## config.mk

```make
export PLATFORM = sky130hd
export DESIGN_NAME = ntt_result_drain
export DESIGN_NICKNAME = d
export VERILOG_FILES = /design/src/rtl/ntt_result_drain.sv
export SDC_FILE = /design/constraint.sdc
export NUM_CORES = 2
export LEC_CHECK = 0
export CAP_MARGIN = 20
export CELL_PAD_IN_SITES_DETAIL_PLACEMENT = 0
export CELL_PAD_IN_SITES_GLOBAL_PLACEMENT = 2
export CORE_AREA = 5 5 505 507
export CTS_BUF_LIST = sky130_fd_sc_hd__clkbuf_8
export CTS_CLUSTER_DIAMETER = 40
export DETAILED_ROUTE_END_ITERATION = 10
export DIE_AREA = 0 0 510 512
export PLACE_DENSITY = 0.56
export SETUP_SLACK_MARGIN = 0.1
export SLEW_MARGIN = 20
export SYNTH_ARGS = -nofsm -noshare
export SYNTH_HDL_FRONTEND = slang
export SYNTH_SLANG_ARGS = --single-unit
```

## constraint.sdc

```tcl
create_clock -name clk -period 48.8 [get_ports clk]
set_input_delay 9.76 -clock clk [delete_from_list [all_inputs] [get_ports clk]]
set_output_delay 9.76 -clock clk [all_outputs]
set_load 0.005 [all_outputs]
```

## src/rtl/ntt_result_drain.sv

```systemverilog
// ntt_result_drain
// Captures one frame of P_LANES parallel NTT result lanes on a valid/ready
// handshake and drains it onto a P_OUT_LANES-wide bus over P_BEATS beats.
// A new frame can be accepted in the same cycle the last beat of the
// previous one is taken, so back-to-back frames stream without a bubble.
//
// Ports:
//   clk, rst        clock, asynchronous active-high reset
//   in_valid/ready  input frame handshake; in_data holds P_LANES lanes,
//                   lane 0 at the LSBs
//   out_valid/ready output beat handshake; out_data holds lanes
//                   out_beat*P_OUT_LANES upward, lowest lane at the LSBs
//   out_beat        index of the current beat
//   out_last        current beat is the final one of the frame
//   frame_cnt       frames fully drained, wraps modulo 2^P_CNT_W
module ntt_result_drain #(
    parameter int P_WIDTH     = 64,
    parameter int P_LANES     = 16,
    parameter int P_OUT_LANES = 4,
    parameter int P_CNT_W     = 16,
    localparam int P_BEATS    = P_LANES / P_OUT_LANES,
    localparam int BEAT_W     = (P_BEATS > 1) ? $clog2(P_BEATS) : 1
) (
    input  logic                           clk,
    input  logic                           rst,
    input  logic                           in_valid,
    output logic                           in_ready,
    input  logic [P_LANES*P_WIDTH-1:0]     in_data,
    output logic                           out_valid,
    input  logic                           out_ready,
    output logic [P_OUT_LANES*P_WIDTH-1:0] out_data,
    output logic [BEAT_W-1:0]              out_beat,
    output logic                           out_last,
    output logic [P_CNT_W-1:0]             frame_cnt
);

    localparam int OUT_W = P_OUT_LANES * P_WIDTH;
    localparam logic [BEAT_W-1:0] LAST_BEAT = BEAT_W'(P_BEATS - 1);

    typedef enum logic {IDLE, DRAIN} state_t;

    state_t                     state_reg;
    logic [P_LANES*P_WIDTH-1:0] frame_reg;
    logic [BEAT_W-1:0]          beat_reg;
    logic [P_CNT_W-1:0]         frame_cnt_reg;

    logic [OUT_W-1:0] beat_data [P_BEATS];
    logic             is_last;
    logic             out_fire;
    logic             in_fire;

    // Fixed slices of the buffer, one per beat, so the output mux is a
    // plain array select indexed by the beat counter.
    generate
        for (genvar gi = 0; gi < P_BEATS; gi++) begin : g_beat
            assign beat_data[gi] = frame_reg[gi*OUT_W +: OUT_W];
        end
    endgenerate

    assign out_valid = (state_reg == DRAIN);
    assign is_last   = (beat_reg == LAST_BEAT);
    assign out_last  = out_valid & is_last;
    assign out_fire  = out_valid & out_ready;
    // The combinational path from out_ready lets the next frame load in the
    // cycle the last beat leaves, which is what keeps the stream gapless.
    assign in_ready  = (state_reg == IDLE) | (out_fire & is_last);
    assign in_fire   = in_valid & in_ready;
    assign out_data  = out_valid ? beat_data[beat_reg] : '0;
    assign out_beat  = beat_reg;
    assign frame_cnt = frame_cnt_reg;

    always_ff @(posedge clk or posedge rst) begin
        if (rst) begin
            state_reg     <= IDLE;
            frame_reg     <= '0;
            beat_reg      <= '0;
            frame_cnt_reg <= '0;
        end else begin
            case (state_reg)
                IDLE: begin
                    if (in_fire) begin
                        frame_reg <= in_data;
                        beat_reg  <= '0;
                        state_reg <= DRAIN;
                    end
                end
                DRAIN: begin
                    if (out_fire) begin
                        if (is_last) begin
                            frame_cnt_reg <= frame_cnt_reg + P_CNT_W'(1);
                            beat_reg      <= '0;
                            if (in_fire) begin
                                frame_reg <= in_data;
                            end else begin
                                state_reg <= IDLE;
                            end
                        end else begin
                            beat_reg <= beat_reg + BEAT_W'(1);
                        end
                    end
                end
                default: state_reg <= IDLE;
            endcase
        end
    end

endmodule

```

==> results.tsv <==
stage	metric	value	unit
sta	hold_viol_final	0	
setup_path	worstPathArrival	11.51	ns
sta	rsz0062_at_grt	false	
floorplanning	die_area	261000	um^2
floorplanning	row_count	184	
route	drt-total-wl	211000	um
sta	fmax	0.0470	GHz
floorplanning	ios	1305	
sta	tightestPinTransition	1.10	ns
job	cap_violations	0	
route	postRouteAntennaNets	0	
setup_path	cp_common_cell	clkdlybuf4s50_1	
min_path	holdCritPathClass	flop to flop	
yosys	seq_area_frac_synth	54.2	%
final_layout	final_layout_size_suffix_gt1_share	39.1	%
route	wl_per_cell	26.9	um
yosys	synthCells	2836	
power_and_ir_drop	p_per_area	70.9	nW/um^2
final_layout	largest_reg_flops	1024	
sta	slew_viol_final	0	
sta	setup_viol	0	
setup_path	slowest_delay	0.73	ns
yosys	avgSynthCellArea	17.0	um^2
clock_tree	cts_tree	built	
final_layout	nets	5294	
clock_tree	post-cts-setup-buffers	0	
clock_tree	cts-root-buf	clkbuf_8	
grt	grt_pass1_wl	289000	um
floorplanning	core_area	250000	um^2
yosys	yosys_warnings	0	
clock_tree	clk_latency	0.94	ns
clock_tree	cts-hold-fix-buffers	0	
yosys	synth_nets	3866	
clock_tree	cts_resized	0	
sta	finalCritPeriodShare	43.6	%
grt	grt_pass1_vias	35000	
route	vias	31500	
setup_path	startpoint_type	input port	
setup_path	cp_max_fo	6	
floorplanning	die_x	510	um
grt	grt_max_degree	145	
yosys	syn_area	48200	um^2
outcome	outcome	finished clean	
placed_design	gpl.final_weighted_congestion	0.817	
setup_path	cp_num_buf_inv	2	
setup_path	critPathTopFamily	buffers and inverters	
route	drc	0	
sta	finalCriticalPeriod	21.27	ns
setup_path	end_kind	primary output	
grt	overflow	0	
power_and_ir_drop	leakage	28.3	nW
clock_tree	cts_made_buffers	275	
route	firstDrtPassIters	4	
floorplanning	die_h	512	um
grt	grt_use_total	15.6	%
sta	worst_clock_skew	0.0822	ns
setup_path	critPathSlowestCell	clkdlybuf4s50_1	
route	initialDrtViolationCount	1395	
placed_design	dpl.hpwl	160000	um
setup_path	path_cells	clkdlybuf4s50_1 -> nand2_1 -> nand2_2 -> clkdlybuf4s50_1	
setup_path	path_class	input port to primary output	
clock_tree	cts.path.max_buffers	4	
setup_path	rrSetupSlack	40.85	ns
yosys	yosys.cell_types.count	26	
final_layout	final_core_util	28.1	%
clock_tree	h-tree-depth	5	
final_layout	syn2layout_area_growth	45.7	%
power_and_ir_drop	irDropWorstVdd	29.8	uV
setup_path	crit_required	39.04	ns
clock_tree	clock-sinks	1043	
floorplanning	start_util	19.3	%
route	avgViaCountPerCell	4.02	
yosys	ys_ff_latch	1043	
grt	antenna_found_initial	130	
clock_tree	cts.clk_slew.worst_paths	0.05	ns
sta	slew_headroom	26.4	%
placed_design	port_buffers	1304	
sta	timing.setup.tns	0	ns
-- power by group --
| group | switching (mW) | total, mW | internal [mW] |
|---|---|---|---|
| Sequential | 0.280 | 1.58 | 1.30 |
| Clock | 0.459 | 1.18 | 0.720 |
| Combinational | 0.868 | 2.21 | 1.35 |
| Total | 1.61 | 4.98 | 3.37 |
-- cell usage after synthesis --
| master | count | area (um^2) |
|---|---|---|
| and2_1 | 258 | 1610 |
| and3_1 | 3 | 18.8 |
| and4_1 | 2 | 17.5 |
| buf_1 | 11 | 41.3 |
| buf_2 | 52 | 260 |
| buf_4 | 60 | 450 |
| buf_6 | 20 | 225 |
| buf_8 | 22 | 330 |
| clkbuf_1 | 36 | 135 |
| dfrtp_1 | 1043 | 26100 |
| ha_1 | 2 | 25.0 |
| inv_1 | 1 | 3.75 |
| mux2_2 | 666 | 7500 |
| mux2_4 | 360 | 5410 |
| mux4_2 | 256 | 5770 |
| nand2_1 | 10 | 37.5 |
| nand2_2 | 1 | 6.26 |
| nand2b_1 | 3 | 18.8 |
| nand3_1 | 5 | 25.0 |
| nand4_1 | 3 | 18.8 |
| nor2_1 | 3 | 11.3 |
| nor3_1 | 2 | 10.0 |
| o21ai_0 | 1 | 5.00 |
| o31ai_1 | 1 | 7.51 |
| xnor2_1 | 9 | 78.8 |
| xor2_1 | 6 | 52.6 |
-- stage by stage --
| stage | cells | hold WS, ns | setup WS (ns) | area, um^2 | power (mW) |
|---|---|---|---|---|---|
| floorplan | 2836 | 0.468 | 9.68 | 48200 | 2.75 |
| global placement | 7335 | 0.467 | 27.38 | 64400 | 3.87 |
| detailed placement | 7335 | 0.470 | 27.38 | 64400 | 3.88 |
| CTS | 7788 | 0.481 | 27.38 | 70000 | 5.12 |
| global route | 7795 | 0.507 | 27.40 | 70100 | 5.28 |
| finish | 7836 | 0.473 | 27.53 | 70200 | 4.98 |
-- path summary, 6_finish.rpt --
kind | endpoint | startpoint | cells after the start
setup / recovery | in_ready | out_ready | 4
hold / removal | frame_cnt[15]$_DFFE_PP0P_ | frame_cnt[15]$_DFFE_PP0P_ | 1
setup reg to reg | frame_reg[325]$_DFFE_PP0P_ | out_beat[0]$_DFFE_PP0P_ | 12
hold reg to reg | frame_cnt[15]$_DFFE_PP0P_ | frame_cnt[15]$_DFFE_PP0P_ | 1
max in group asynchronous | frame_reg[691]$_DFFE_PP0P_ | rst | 7
min in group asynchronous | frame_reg[771]$_DFFE_PP0P_ | rst | 2
-- cells by family (layout without fill, tap and decap cells) --
group,after synthesis,after routing,share of synthesized area (%)
other,0,48,0
xor gates and xnor gates,15,15,0.273
adders and majority gates,2,2,0.0519
and+or+nand+nor,290,290,3.69
AOI/OAI and AO/OA,2,2,0.0260
muxes,1282,1282,38.8
buffers and inverters,202,1806,3.00
DFF,1043,1043,54.2
-- per-layer routing --
| metal | track usage, % | part of all wire, % | up-vias | wire length, um |
|---|---|---|---|---|
| li1 | - | - | 13400 | - |
| met1 | 18.0 | 39 | 16300 | 82200 |
| met2 | 25.6 | 47 | 1249 | 99500 |
| met3 | 7.98 | 11 | 438 | 23300 |
| met4 | 3.83 | 2.3 | 148 | 4800 |
| met5 | 0 | 0.43 | - | 906 |
-- layout make-up --
| type | instances | area, um^2 |
|---|---|---|
| Antenna cell | 48 | 120 |
| Clock inverter | 133 | 1260 |
| Inverter | 1 | 11.3 |
| Tap cell | 3348 | 4190 |
| Multi-Input combinational cell | 1591 | 20600 |
| Clock buffer | 320 | 4400 |
| Timing Repair Buffer | 1352 | 13400 |
| Fill cell | 25700 | 180000 |
| Sequential cell | 1043 | 26100 |
-- placed cells by master, fill, tap and decap left out --
cell | netlist | routed
clkdlybuf4s50_1 | 0 | 1304
dfrtp_1 | 1043 | 1040
mux2_2 | 666 | 666
mux2_4 | 360 | 360
clkbuf_8 | 0 | 320
and2_1 | 258 | 257
mux4_2 | 256 | 256
inv_1 | 1 | 51
diode_2 | 0 | 48
buf_4 | 60 | 45
clkinv_2 | 0 | 41
bufinv_16 | 0 | 24
clkinvlp_4 | 0 | 12
nand2_1 | 10 | 10
xnor2_1 | 9 | 9
xor2_1 | 6 | 6
nand3_1 | 5 | 5
nand2b_1 | 3 | 3
nand4_1 | 3 | 3
nor2_1 | 3 | 3
and3_1 | 3 | 3
inv_6 | 0 | 3
dfrtp_4 | 0 | 3
inv_8 | 0 | 2
and4_1 | 2 | 2
nor3_1 | 2 | 2
ha_1 | 2 | 2
buf_12 | 0 | 2
nand2_2 | 1 | 1
and2_4 | 0 | 1
o21ai_0 | 1 | 1
o31ai_1 | 1 | 1
clkinv_8 | 0 | 1
buf_6 | 20 | 1
Note: power is estimated with default switching activity, not from simulation.
